`config.mk`:
```
export PLATFORM = sky130hd
export DESIGN_NAME = bus_wait_ctrl_flat
export DESIGN_NICKNAME = d
export VERILOG_FILES = /design/src/rtl/bus_wait_ctrl_pkg.sv /design/src/rtl/bus_wait_ctrl_if.sv /design/src/rtl/bus_wait_ctrl_window_decode.sv /design/src/rtl/bus_wait_ctrl.sv /design/src/flat_wrapper.sv
export SDC_FILE = /design/constraint.sdc
export NUM_CORES = 1
export LEC_CHECK = 0
export BUFFER_PORTS_ARGS = -buffer_cell sky130_fd_sc_hd__buf_2
export CAP_MARGIN = 20
export CORE_MARGIN = 2
export CORE_UTILIZATION = 40
export DETAILED_ROUTE_END_ITERATION = 10
export PLACE_DENSITY = 0.7
export SYNTH_ARGS = -nofsm -noshare
export SYNTH_HDL_FRONTEND = slang
export SYNTH_HIERARCHICAL = 1
export SYNTH_SLANG_ARGS = --single-unit
```
`constraint.sdc`:
```
create_clock -name clk_i -period 3.5 [get_ports clk_i]
set_input_delay 0.525 -clock clk_i [delete_from_list [all_inputs] [get_ports clk_i]]
set_output_delay 0.525 -clock clk_i [all_outputs]
set_load 0.01 [all_outputs]
```
`src/rtl/bus_wait_ctrl_pkg.sv`:
```
// Shared types and defaults for the CPU read wait-state controller.
//   bus_state_e      : controller FSM state encoding
//   DEF_ERROR_DATA   : read data returned when a channel never answers
//   DEF_CHAN_START/END : default inclusive address window per channel (4 x 32)
//   idx_width()      : width of a channel index, never less than 1 bit
package cpu_reg_package;

  typedef enum logic [1:0] {
    S_IDLE = 2'd0,
    S_WAIT = 2'd1,
    S_DONE = 2'd2
  } bus_state_e;

  localparam logic [31:0] DEF_ERROR_DATA = 32'hDEADBEEF;

  localparam logic [3:0][31:0] DEF_CHAN_START = {
    32'h0000_4000, 32'h0000_3000, 32'h0000_2000, 32'h0000_1000
  };

  localparam logic [3:0][31:0] DEF_CHAN_END = {
    32'h0000_4FFF, 32'h0000_3FFF, 32'h0000_2FFF, 32'h0000_1FFF
  };

  function automatic int idx_width(input int n);
    return (n > 1) ? $clog2(n) : 1;
  endfunction

endpackage

```
`src/rtl/bus_wait_ctrl_if.sv`:
```
// CPU-side bus and downstream read-channel signals of bus_wait_ctrl.
//   address_i/we_i       : CPU address and write enable
//   cpu_halt_o/data_o    : CPU stall and returned read data
//   chan_req_o/ack/data  : per-channel request pulse, data-valid and data
//   timeout_o/err_count_o: timeout pulse and saturating timeout count
// master = CPU/channel side, slave = the controller.
interface bus_wait_ctrl_if #(
  parameter int NumChannels  = 4,
  parameter int AddressWidth = 32,
  parameter int DataWidth    = 32
);
  logic [AddressWidth-1:0]                address_i;
  logic                                   we_i;
  logic                                   cpu_halt_o;
  logic [DataWidth-1:0]                   data_o;
  logic [NumChannels-1:0]                 chan_req_o;
  logic [NumChannels-1:0]                 chan_ack_i;
  logic [NumChannels-1:0][DataWidth-1:0]  chan_data_i;
  logic                                   timeout_o;
  logic [7:0]                             err_count_o;

  modport master (
    output address_i, we_i, chan_ack_i, chan_data_i,
    input  cpu_halt_o, data_o, chan_req_o, timeout_o, err_count_o
  );

  modport slave (
    input  address_i, we_i, chan_ack_i, chan_data_i,
    output cpu_halt_o, data_o, chan_req_o, timeout_o, err_count_o
  );
endinterface

```
`src/rtl/bus_wait_ctrl_window_decode.sv`:
```
// Address window decoder with priority encoder.
//   address : CPU address being decoded
//   hit_any : address falls inside at least one channel window
//   hit_idx : lowest channel index whose window contains address
module bus_window_decode
  import cpu_reg_package::*;
#(
  parameter int NumChannels  = 4,
  parameter int AddressWidth = 32,
  parameter int IdxW         = idx_width(NumChannels),
  parameter logic [NumChannels-1:0][AddressWidth-1:0] ChanStart = DEF_CHAN_START,
  parameter logic [NumChannels-1:0][AddressWidth-1:0] ChanEnd   = DEF_CHAN_END
) (
  input  logic [AddressWidth-1:0] address,
  output logic                    hit_any,
  output logic [IdxW-1:0]         hit_idx
);

  // Scan from the top down so the lowest matching channel is written last.
  always_comb begin
    hit_any = 1'b0;
    hit_idx = '0;
    for (int k = NumChannels - 1; k >= 0; k--) begin
      if ((address >= ChanStart[k]) && (address <= ChanEnd[k])) begin
        hit_any = 1'b1;
        hit_idx = IdxW'(k);
      end
    end
  end

endmodule

```
`src/rtl/bus_wait_ctrl.sv`:
```
// Stalls the CPU on reads to mapped channels until the channel answers or a
// timeout expires, then returns the channel data (or an error pattern).
//   clk_i   : clock, all logic on rising edge
//   reset_i : asynchronous active-high reset
//   bus     : slave side of bus_wait_ctrl_if (CPU bus + channel handshakes)
//
// state  | meaning
// IDLE   | watching for a new read that hits a channel window
// WAIT   | request issued, counting cycles until ack or timeout
// DONE   | one cycle with halt released and read data presented
module bus_wait_ctrl
  import cpu_reg_package::*;
#(
  parameter int NumChannels   = 4,
  parameter int AddressWidth  = 32,
  parameter int DataWidth     = 32,
  parameter int TimeoutCycles = 256,
  parameter logic [DataWidth-1:0] ErrorData = DataWidth'(DEF_ERROR_DATA),
  parameter logic [NumChannels-1:0][AddressWidth-1:0] ChanStart = DEF_CHAN_START,
  parameter logic [NumChannels-1:0][AddressWidth-1:0] ChanEnd   = DEF_CHAN_END
) (
  input logic           clk_i,
  input logic           reset_i,
  bus_wait_ctrl_if.slave bus
);

  localparam int IdxW = idx_width(NumChannels);
  localparam int CntW = $clog2(TimeoutCycles + 1);
  localparam logic [CntW-1:0] CntLast = CntW'(TimeoutCycles - 1);

  bus_state_e              state_q;
  logic [AddressWidth-1:0] addr_q;
  logic [CntW-1:0]         cnt_q;
  logic [IdxW-1:0]         sel_q;
  logic [DataWidth-1:0]    data_q;
  logic [NumChannels-1:0]  req_q;
  logic                    timeout_q;
  logic [7:0]              err_q;

  logic                    hit_any;
  logic [IdxW-1:0]         hit_idx;
  logic                    read_hit;

  bus_window_decode #(
    .NumChannels (NumChannels),
    .AddressWidth(AddressWidth),
    .IdxW        (IdxW),
    .ChanStart   (ChanStart),
    .ChanEnd     (ChanEnd)
  ) u_decode (
    .address(bus.address_i),
    .hit_any(hit_any),
    .hit_idx(hit_idx)
  );

  // A read access is recognised only when the address changes.
  assign read_hit = (bus.address_i != addr_q) && !bus.we_i && hit_any;

  // Halt must rise in the same cycle the CPU presents the read.
  assign bus.cpu_halt_o  = ((state_q == S_IDLE) && read_hit) || (state_q == S_WAIT);
  assign bus.data_o      = data_q;
  assign bus.chan_req_o  = req_q;
  assign bus.timeout_o   = timeout_q;
  assign bus.err_count_o = err_q;

  always_ff @(posedge clk_i or posedge reset_i) begin
    if (reset_i) begin
      state_q   <= S_IDLE;
      addr_q    <= '0;
      cnt_q     <= '0;
      sel_q     <= '0;
      data_q    <= '0;
      req_q     <= '0;
      timeout_q <= 1'b0;
      err_q     <= '0;
    end else begin
      addr_q    <= bus.address_i;
      req_q     <= '0;
      timeout_q <= 1'b0;
      case (state_q)
        S_IDLE: begin
          if (read_hit) begin
            state_q <= S_WAIT;
            sel_q   <= hit_idx;
            cnt_q   <= '0;
            req_q   <= NumChannels'(1) << hit_idx;
          end
        end
        S_WAIT: begin
          // Ack is checked first so a last-cycle ack beats the timeout.
          if (bus.chan_ack_i[sel_q]) begin
            data_q  <= bus.chan_data_i[sel_q];
            state_q <= S_DONE;
          end else if (cnt_q == CntLast) begin
            data_q    <= ErrorData;
            timeout_q <= 1'b1;
            if (err_q != 8'hFF) err_q <= err_q + 8'd1;
            state_q   <= S_DONE;
          end else begin
            cnt_q <= cnt_q + CntW'(1);
          end
        end
        S_DONE:  state_q <= S_IDLE;
        default: state_q <= S_IDLE;
      endcase
    end
  end

endmodule

```
`src/flat_wrapper.sv`:
```
// flat-port wrapper written by rule: the top's interface ports become plain ports
module bus_wait_ctrl_flat import cpu_reg_package::*;
#(
  parameter int NumChannels   = 4,
  parameter int AddressWidth  = 32,
  parameter int DataWidth     = 32,
  parameter int TimeoutCycles = 256,
  parameter logic [DataWidth-1:0] ErrorData = DataWidth'(DEF_ERROR_DATA),
  parameter logic [NumChannels-1:0][AddressWidth-1:0] ChanStart = DEF_CHAN_START,
  parameter logic [NumChannels-1:0][AddressWidth-1:0] ChanEnd   = DEF_CHAN_END
)
  (clk_i, reset_i, bus_address_i, bus_we_i, bus_chan_ack_i, bus_chan_data_i, bus_cpu_halt_o, bus_data_o, bus_chan_req_o, bus_timeout_o, bus_err_count_o);
  bus_wait_ctrl_if #(.NumChannels(NumChannels), .AddressWidth(AddressWidth), .DataWidth(DataWidth)) bus_i ();
  input logic clk_i;
  input logic reset_i;
  input wire logic [$bits(bus_i.address_i)-1:0] bus_address_i;
  input wire logic [$bits(bus_i.we_i)-1:0] bus_we_i;
  input wire logic [$bits(bus_i.chan_ack_i)-1:0] bus_chan_ack_i;
  input wire logic [$bits(bus_i.chan_data_i)-1:0] bus_chan_data_i;
  output wire logic [$bits(bus_i.cpu_halt_o)-1:0] bus_cpu_halt_o;
  output wire logic [$bits(bus_i.data_o)-1:0] bus_data_o;
  output wire logic [$bits(bus_i.chan_req_o)-1:0] bus_chan_req_o;
  output wire logic [$bits(bus_i.timeout_o)-1:0] bus_timeout_o;
  output wire logic [$bits(bus_i.err_count_o)-1:0] bus_err_count_o;
  assign bus_i.address_i = bus_address_i;
  assign bus_i.we_i = bus_we_i;
  assign bus_i.chan_ack_i = bus_chan_ack_i;
  assign bus_i.chan_data_i = bus_chan_data_i;
  assign bus_cpu_halt_o = bus_i.cpu_halt_o;
  assign bus_data_o = bus_i.data_o;
  assign bus_chan_req_o = bus_i.chan_req_o;
  assign bus_timeout_o = bus_i.timeout_o;
  assign bus_err_count_o = bus_i.err_count_o;
  bus_wait_ctrl #(.NumChannels(NumChannels), .AddressWidth(AddressWidth), .DataWidth(DataWidth), .TimeoutCycles(TimeoutCycles), .ErrorData(ErrorData), .ChanStart(ChanStart), .ChanEnd(ChanEnd)) u_core (.clk_i(clk_i), .reset_i(reset_i), .bus(bus_i));
endmodule
```
# After elaboration in Yosys (flattened, before gate mapping)
# Index checks and enable logic that the tools add are counted.
# W data, S select, Z words.
[classes]
add_sub_neg = 2
magnitude_cmp = 9
n_eq_ne = 8
shifts = 1
mux = 27
bitwise_logic = 1
n_reduce_logical = 17
[ops]
columns = ["operator", "n"]
rows = [
  ["$mux W32", 3],
  ["$bmux W32 S2", 1],
  ["$ge A32 B14 Y1 const B", 2],
  ["$le A32 B14 Y1 const B", 2],
  ["$ge A32 B13 Y1 const B", 1],
  ["$ge A32 B15 Y1 const B", 1],
  ["$le A32 B13 Y1 const B", 1],
  ["$le A32 B15 Y1 const B", 1],
  ["$ne A32 B32 Y1", 1],
  ["$mux W9", 3],
  ["$pmux W9 S2", 1],
  ["$mux W2", 7],
  ["$add A9 B1 Y9 const B", 1],
  ["$eq A9 B8 Y1 const B", 1],
  ["$add A8 B1 Y8 const B", 1],
  ["$mux W1", 8],
  ["$mux W4", 2],
  ["$ne A8 B8 Y1 const B", 1],
  ["$reduce_and A4 Y1", 2],
  ["$logic_and A1 B1 Y1", 7],
  ["$reduce_and A2 Y1", 3],
  ["$ne A2 B2 Y1 const B", 2],
  ["$pmux W2 S2", 1],
  ["$reduce_bool A2 Y1", 2],
  ["10 further kinds", 10],
]
[word_totals]
register_bits = 90
input_bits = 167
out_inout_bits = 46

# Logic depth before layout (Yosys ltp)
# Gate-level depths: netlist of run 1.
[logic_depth]
ltp_word = 9
depth_mapped = 10

# Hierarchy
# Netlist of run 1, hierarchy kept.
[by_module_without_submodules]
columns = ["mod", "instances", "cells_per_inst", "area_per_inst_um2", "seq_area_each_um2"]
rows = [
  ["bus_wait_ctrl", 1, 296, 4237.8, 2252.2],
  ["bus_window_decode", 1, 15, 112.6, 0.0],
]

# Worst setup path before layout of run 1
# Ideal clock, no wire load.
[synth_timing]
kind = "register to register"
start = "register u_core.cnt_q[0]"
end = "register u_core.cnt_q[2]"
setup_time_ns = 0.118
arrival_time_ns = 2.201
required_ns = 3.382
path_slack_ns = 1.181
path_stages_with_launch = 10
n_path_buf = 0
synth_period_minus_slack_ns = 2.319
cell_sequence = "dfrtp_1 > ha_1 > and3_1 > and3_1 > and3_1 > ha_1 > o21a_1 > a2111o_1 > o2bb2ai_1 > a21o_1"
[synth_via]
elab_chain_len = 4
elab_cells_between_ends = 7
[synth_rtl]
columns = ["item", "line", "rtl"]
rows = [
  ["start, declared", "bus_wait_ctrl.sv:33", "logic [CntW-1:0] cnt_q;"],
  ["start signal, assigned", "bus_wait_ctrl.sv:100", "cnt_q <= cnt_q + CntW'(1);"],
  ["$add A9 B1 Y9", "bus_wait_ctrl.sv:100", ""],
  ["$mux W9", "bus_wait_ctrl.sv:94", "end else if (cnt_q == CntLast) begin"],
  ["$mux W9", "bus_wait_ctrl.sv:91", "if (bus.chan_ack_i[sel_q]) begin"],
  ["$pmux W9 S2", "bus_wait_ctrl.sv:80", "case (state_q)"],
]
# Several ways; a longest one is shown, not always the timed one. The select of a mux whose other input is x is not followed.
# A chain may end at the register's enable or synchronous reset.

# Worst setup path after layout of run 1
[layout_timing]
start = "register u_core.addr_q[28]"
end = "output bus_cpu_halt_o"
[layout_via]
elab_chain_len = 5
[layout_rtl]
columns = ["item", "line", "rtl"]
rows = [
  ["start, declared", "bus_wait_ctrl.sv:32", "logic [AddressWidth-1:0] addr_q;"],
  ["start signal, assigned", "bus_wait_ctrl.sv:77", "addr_q <= bus.address_i;"],
  ["$ne A32 B32 Y1", "bus_wait_ctrl.sv:57", "assign read_hit = (bus.address_i != addr_q) && !bus.we_i && hit_any;"],
  ["$logic_and A1 B1 Y1 (2 in a row)", "bus_wait_ctrl.sv:57", ""],
  ["$logic_and A1 B1 Y1", "bus_wait_ctrl.sv:60", "assign bus.cpu_halt_o = ((state_q == S_IDLE) && read_hit) || (state_q == S_WAIT);"],
  ["$logic_or A1 B1 Y1", "bus_wait_ctrl.sv:60", ""],
  ["end, declared", "flat_wrapper.sv:20", "output wire logic [$bits(bus_i.cpu_halt_o)-1:0] bus_cpu_halt_o;"],
]
# No other way between the ends.

==> reports/results.tsv, run 1 <==
stage	metric	value	unit
timing	Slew @ Worst Pin	0.8555	ns
setup_path	worst path arrival time	2.06	ns
job	max-cap violations	0	
setup_path	Crit path required time	2.97	ns
cts	# clock sinks	90	
layout	layout cells sized above 1	52.55	%
drt	DRC	0	
setup_path	kind of critical path	register to primary output	
global_route	largest net degree at the start of global routing	42	
timing	Fmax	0.3865	GHz
timing	Tmin final	2.587	ns
synth	syn_nets	481	
timing	RSZ-0062 raised after global routing	no	
power	Worst VDD drop	163.3	uV
die	IO Count	213	
setup_path	Startpoint Class	register	
drt	drt pass-1 iters	4	
drt	DR WL/cell	17.30	microns
layout	# diodes	0	
setup_path	worst reg2reg path depth	9	
worst_hold_path	type of the worst min-delay path	input port to asynchronous set/reset pin	
global_route	GRT Total Usage	20.09	%
cts	Num CTS Buffers	9	
timing	period utilization	73.92	%
drt	Via Count	3486	
synth	synth warn	6	
die	die width	108.3	microns
cts	post-CTS setup repair buffer count	0	
cts	CTS root buf	clkbuf_8	
die	Die H	108.3	microns
drt	Detailed Route Iter0 Violations	175	
cts	hold buffers post-CTS	0	
synth	register bit total from synthesis	90	
cts	PostCTS Resize Cnt	0	
timing	setup slack after layout	0.9128	ns
timing	Sum Neg Setup Slack	0	ns
power	LEAKAGE	2.770	nW
drt	vias per inst	5.211	
place	IO buf count	212	
cts	CTS tree	done	
layout	Final nets	694	
synth	Synth cell types	43	
global_route	gr ovfl total	0	
status	status	complete, no violations	
synth	Seq/Total Area, Yosys	51.77	%
die	CORE AREA	10750	sq um
die	Site Rows	38	
synth	Cells after Synth	311	
place	Area after DPL	5555	sq um
cts	worst skew pair latency	0.36	ns
die	Starting Density	40.49	%
die	DIE AREA	11730	sq um
layout	Layout Cells excl Fill	669	
setup_path	crit end category	primary output	
timing	final hold vios	0	
layout	post-route cell area	5736	sq um
cts	H-tree depth	3	
place	hpwl dp	9.349	mm
drt	Detailed Route WL	11.58	mm
cts	CTS max path bufs	2	
timing	Final Skew	0.009077	ns
layout	number of fill cells	1007	
synth	syn_area_per_cell	13.99	sq um
power	Pwr Density	335.3	nW/um^2
global_route	first-pass GRT wire length	17.97	mm
place	dpl ws	0.9399	ns
global_route	vias in the first global route	3633	
setup_path	CP Max Fanout	4	
timing	Max Slew Vio Count	0	
place	routability cong.	0.8765	
place	Inst Count DP	653	
global_route	antenna violations before repair	0	
layout	post-layout util	53.38	%
layout	P&R area growth vs syn	31.84	%
cts	Worst-path clk slew	0.09	ns
timing	Rel. slew slack	42.83	%
synth	mapped cell area	4350	sq um
drt	ANT nets after route	0	
timing	final setup vio count	0	
[path summary, 6_finish.rpt]
check | start | to | slack (ns)
max | u_core/addr_q[28]$_DFF_PP0_ | bus_cpu_halt_o | 0.91
min | reset_i | u_core/bus.data_o[5]$_DFFE_PP0P_ | 0.23
max reg2reg | u_core/cnt_q[0]$_DFFE_PP0P_ | u_core/bus.data_o[23]$_DFFE_PP0P_ | 0.96
min reg2reg | u_core/bus.data_o[0]$_DFFE_PP0P_ | u_core/bus.data_o[0]$_DFFE_PP0P_ | 0.49
max in group asynchronous | reset_i | u_core/addr_q[6]$_DFF_PP0_ | 2.47
min in group clk_i | bus_address_i[4] | u_core/addr_q[4]$_DFF_PP0_ | 0.30
[flip-flops by register name, indices dropped and copies added, names as in the netlist]
| name | count |
|---|---|
| u_core/addr_q | 32 |
| u_core/bus.chan_req_o | 4 |
| u_core/bus.data_o | 32 |
| u_core/bus.err_count_o | 8 |
| u_core/bus.timeout_o | 1 |
| u_core/cnt_q | 9 |
| u_core/sel_q | 2 |
| u_core/state_q | 2 |
[kinds of logic (layout without fill, tap and decap cells)]
group,after synthesis,in the layout,share of synthesized area (%)
adders and majority gates,3,3,0.8629
and+or+nand+nor,70,70,9.146
xor gates and xnor gates,41,41,8.254
DFF,90,90,51.77
muxes,36,36,17.86
AOI/OAI and AO/OA,52,52,10.21
buffers and inverters,19,237,1.898
[cell usage in the layout (no fill, tap or decap), types with 5 or more instances in the layout]
master	instances
a22o_1	10
and3_1	6
buf_2	212
clkbuf_8	10
dfrtp_1	89
mux4_2	33
nand2_1	16
nand4_1	14
nor2_1	8
nor3_1	5
o22a_1	24
xnor2_1	39
[layout make-up]
cell class | count | area (sq um) | area share, %
timing repair buffer | 216 | 1091 | 19.02
sequential | 90 | 2253 | 39.29
clock buffer | 10 | 137.6 | 2.400
tap | 140 | 175.2 | 3.054
clock inverter | 6 | 42.54 | 0.7417
multi-input combinational | 202 | 2016 | 35.14
inverter | 5 | 20.02 | 0.3490
[synthesized netlist by cell type, drive strengths merged]
| cell type | count | area [sq um] |
|---|---|---|
| xor2 | 2 | 17.52 |
| o22a | 24 | 210.2 |
| and3 | 6 | 37.54 |
| nand2 | 17 | 66.32 |
| a211oi | 1 | 7.510 |
| nor2 | 9 | 36.29 |
| dfrtp | 90 | 2252 |
| a22o | 10 | 87.58 |
| o21ai | 3 | 18.76 |
| ha | 3 | 37.54 |
| or2 | 1 | 6.260 |
| a21oi | 1 | 5.000 |
| mux4 | 33 | 743.2 |
| inv | 5 | 18.76 |
| and2 | 1 | 6.260 |
| nand2b | 2 | 12.51 |
| a2111o | 1 | 11.26 |
| nor4 | 6 | 62.56 |
| nor3b | 2 | 15.01 |
| o21a | 1 | 7.510 |
| buf | 4 | 26.27 |
| nand3 | 4 | 20.02 |
| and4 | 1 | 8.760 |
| nand3b | 1 | 7.510 |
| mux2 | 3 | 33.78 |
| clkbuf | 10 | 37.54 |
| o22ai | 3 | 18.77 |
| nand4 | 14 | 87.58 |
| xnor2 | 39 | 341.6 |
| nor2b | 1 | 6.260 |
| o2bb2ai | 2 | 17.52 |
| a211o | 1 | 8.760 |
| nor3 | 5 | 25.02 |
| a31oi | 1 | 21.27 |
| a21o | 4 | 30.03 |
[critical path, stage by stage (launching register included)]
cell     delay, ns
dfrtp_1       0.39
xnor2_1       0.23
nand4_1       0.13
nor4_1        0.41
a21oi_1       0.22
nor2_1        0.13
nor2_1        0.06
buf_2         0.15
[metal layers]
layer  up-vias  part of all wire [%]  global-route usage, %
met5         -                     0                      0
met4         0                   1.9                  7.509
met3        14                   5.7                  4.340
met2       124                    54                  35.09
met1      1733                    39                  24.43
li1       1615                     -                      -
[per-stage QoR]
step	hold slack, ns	total power [mW]
final	0.2301	1.923
after global routing	0.2650	2.018
after CTS	0.2553	1.949
after detailed placement	0.4786	1.300
after global placement	0.4742	1.293
after floorplan	0.4561	1.174
[where the power goes]
group          total (mW)  internal, mW  switching (mW)  leakage [nW]
Combinational       0.208         0.122          0.0854          1.52
Clock               0.647         0.277           0.370        0.0882
Sequential           1.07          1.06         0.00967          1.17
(Power assumes the default switching activity.)
==> run 2: changes to the inputs <==
ABC_AREA = 1   (was unset)
PLACE_DENSITY = 0.69   (was 0.7)
clock period = 2.4 ns   (was 3.5 ns; I/O delays follow)
==> reports/results.tsv, run 2 <==
stage	metric	value	unit	change
status	status	finished, violations left		
status	failing checks	DRC		
synth	register bit total from synthesis	90		unchanged
global_route	M1 GR Usage	26.71	%	+2.3 points
synth	count leader, synth	nand2_1		
power	share of power burned in registers	50.1	%	-5.4 points
layout	FF/Latch Area	2253	sq um	unchanged
synth	EDFF count, synth	0		unchanged
timing	Rel. slew slack	68.47	%	+26 points
layout	most frequent cells in the layout	buf_2, nand2_1, dfrtp_1, nor2_1, o21ai_0		
global_route	first-pass GRT wire length	21.72	mm	+21%
cts	CTS tree	done		
global_route	gr ovfl total	0		unchanged
die	Starting Density	41.34	%	+0.85 points
drt	vias per inst	5.088		-2.4%
setup_path	Reg2Reg Setup Slack	0.28	ns	-0.68 ns
die	IO Count	213		unchanged
timing	Slew @ Worst Pin	0.4729	ns	-0.3825 ns
synth	Synth cell types	33		-23%
power	Pwr Density	499.2	nW/um^2	+49%
layout	layout cells sized above 1	33.03	%	-20 points
drt	Via Count	4727		+36%
layout	commonest non-fill, non-tap cell in the layout	buf_2		
setup_path	crit end category	register		
timing	Max Slew Vio Count	0		unchanged
global_route	antenna violations before repair	5		+5
place	hpwl dp	10.26	mm	+9.8%
synth	syn_area_per_cell	8.280	sq um	-41%
power	Worst VDD drop	392.1	uV	+140%
power	NetSw	689.2	uW	+48%
timing	Tmin final	2.124	ns	
synth	synth warn	6		unchanged
setup_path	Critical Path End	u_core/bus.err_count_o[1]$_DFFE_PP0P_		
power	LEAKAGE	3.289	nW	+19%
die	Die H	113.1	microns	+4.4%
setup_path	CP Max Fanout	7		+3
global_route	largest net degree at the start of global routing	91		+120%
drt	Detailed Route Iter0 Violations	401		+130%
drt	DR WL/cell	14.51	microns	-16%
power	Internal	2.421	mW	+66%
synth	area leader, netlist	dfrtp_1		
timing	period utilization	88.52	%	
synth	ys async rst share	100.0	%	unchanged
synth	Post-synth top cells	nand2_1, dfrtp_1, nor2_1, o21ai_0, inv_1		
setup_path	kind of critical path	register to register		
power	Power, Total	3.110	mW	+62%
drt	Detailed Route WL	13.48	mm	+16%
global_route	busiest grt layer	met2		
cts	Num CTS Buffers	9		unchanged
layout	number of fill cells	1087		+7.9%
synth	Main synth FF type	dfrtp_1		
die	DIE AREA	12790	sq um	+9.1%
place	dpl ws	0.1865	ns	-0.7534 ns
setup_path	worst path arrival time	2.34	ns	+0.28 ns
synth	Seq/Total Area, Yosys	47.31	%	-4.5 points
setup_path	CP Launch Point	u_core/cnt_q[0]$_DFFE_PP0P_		
power	Logic pwr share	10.0	%	-0.8 points
synth	syn_nets	745		+55%
job	max-cap violations	0		unchanged
setup_path	reg2reg start	u_core/cnt_q[0]$_DFFE_PP0P_		
timing	Fmax	0.4707	GHz	
power	sw frac	22.16	%	-2.0 points
synth	mapped cell area	4761	sq um	+9.4%
global_route	vias in the first global route	4631		+27%
global_route	GRT Total Usage	21.08	%	+0.98 points
place	routability cong.	0.9072		+3.5%
global_route	met2 Usage GRT	32.81	%	-2.3 points
cts	# clock sinks	90		unchanged
drt	drt pass-1 iters	8		+4
cts	H-tree depth	3		unchanged
worst_hold_path	type of the worst min-delay path	input port to asynchronous set/reset pin		
setup_path	Startpoint Class	register		
synth	Cells after Synth	575		+85%
global_route	met3 Resource Use GR	4.446	%	+0.11 points
timing	setup slack after layout	0.2756	ns	-0.6372 ns
synth	Yosys top cell area share	47.31	%	-4.5 points
die	die width	113.1	microns	+4.4%
layout	multi-input logic area	2238	sq um	+11%
timing	final hold vios	0		unchanged
synth	Synth area leaders	dfrtp_1, nand2_1, nor2_1, o21ai_0, xnor2_1		
setup_path	worst reg2reg path depth	12		+3
setup_path	Crit path required time	2.62	ns	-0.35 ns
drt	DRC	20		+20
cts	Worst-path clk slew	0.06	ns	-0.03 ns
place	IO buf count	212		unchanged
layout	Final nets	948		+37%
setup_path	R2R Path End	u_core/bus.err_count_o[1]$_DFFE_PP0P_		
drt	ANT nets after route	0		unchanged
power	clock power share	39.9	%	+6.2 points
layout	post-layout util	54.11	%	+0.73 points
cts	CTS max path bufs	2		unchanged
timing	final setup vio count	0		unchanged
cts	CTS root buf	clkbuf_16		
timing	Sum Neg Setup Slack	0	ns	unchanged
cts	worst skew pair latency	0.33	ns	-0.03 ns
layout	P&R area growth vs syn	30.88	%	
die	CORE AREA	11520	sq um	+7.2%
timing	Final Skew	0.005754	ns	-0.003323 ns
die	Site Rows	39		+2.6%
==> run 2: metrics by stage <==
stage | hold WS, ns | cell area (sq um) | instances
after floorplan | 0.3914 | 4765 | 575
after global placement | 0.4773 | 5941 | 910
after detailed placement | 0.4864 | 5941 | 910
after CTS | 0.1483 | 6201 | 924
after global routing | 0.1483 | 6231 | 929
final | 0.1606 | 6231 | 929
==> run 2: logic make-up after synthesis <==
| family | Yosys count | share of synthesized area [%] |
|---|---|---|
| compound gates | 131 | 17.29 |
| xor+xnor | 30 | 5.519 |
| fa+ha+maj | 3 | 0.7885 |
| buf+inv | 66 | 5.940 |
| flops | 90 | 47.31 |
| mux | 2 | 0.4730 |
| simple gates | 253 | 22.68 |
==> run 2: routing by layer <==
metal / vias to the layer above / routed length [microns]
li1: 2318 / -
met1: 2150 / 5621
met2: 218 / 6178
met3: 41 / 1067
met4: 0 / 617
met5: - / 0
==> run 2: layout make-up <==
| class | count | area share (%) |
|---|---|---|
| sequential | 90 | 36.16 |
| multi-input combinational | 419 | 35.92 |
| timing repair buffer | 220 | 18.19 |
| clock buffer | 11 | 3.896 |
| tap | 143 | 2.871 |
| inverter | 38 | 2.470 |
| clock inverter | 3 | 0.2811 |
| antenna | 5 | 0.2008 |
==> run 2: critical path, cell delays in order (launching register included) <==
cell and delay [ns]:
dfrtp_1 0.38, ha_1 0.18, nand2_1 0.07, nor2_1 0.10
inv_1 0.07, nor2_1 0.13, nand3_1 0.12, nor2_1 0.12
ha_2 0.21, nand2_1 0.09, nor2_4 0.15, nand2_4 0.10
mux2_2 0.28
==> run 2: timing repair <==
action / in CTS / in global routing
setup endpoints to repair: 0 / 30
setup buffers: 0 / 0
gates resized for setup: 0 / 5
hold buffers: 0 / 0
==> run 2: how the worst min path moves through the flow <==
stage               slack, ns  cells after the start                           endpoint                              start
CTS                      0.15                      1         u_core/addr_q[5]$_DFF_PP0_                   bus_address_i[5]
global route             0.15                      1         u_core/addr_q[6]$_DFF_PP0_                   bus_address_i[6]
floorplan                0.39                      0         u_core/addr_q[0]$_DFF_PP0_                   bus_address_i[0]
finish                   0.16                      3   u_core/bus.data_o[2]$_DFFE_PP0P_                            reset_i
detailed placement       0.49                      1   u_core/bus.data_o[5]$_DFFE_PP0P_   u_core/bus.data_o[5]$_DFFE_PP0P_
global placement         0.48                      2  u_core/bus.data_o[20]$_DFFE_PP0P_  u_core/bus.data_o[20]$_DFFE_PP0P_
==> run 2: power by group through the flow <==
stage          Combinational, mW  Clock [mW]  Sequential [mW]
3_5_place_dp               0.312           0             1.59
6_report                   0.310        1.24             1.56
3_3_place_gp               0.306           0             1.58
4_1_cts                    0.314        1.29             1.56
5_1_grt                    0.351        1.36             1.56
2_1_floorplan              0.130           0             1.58
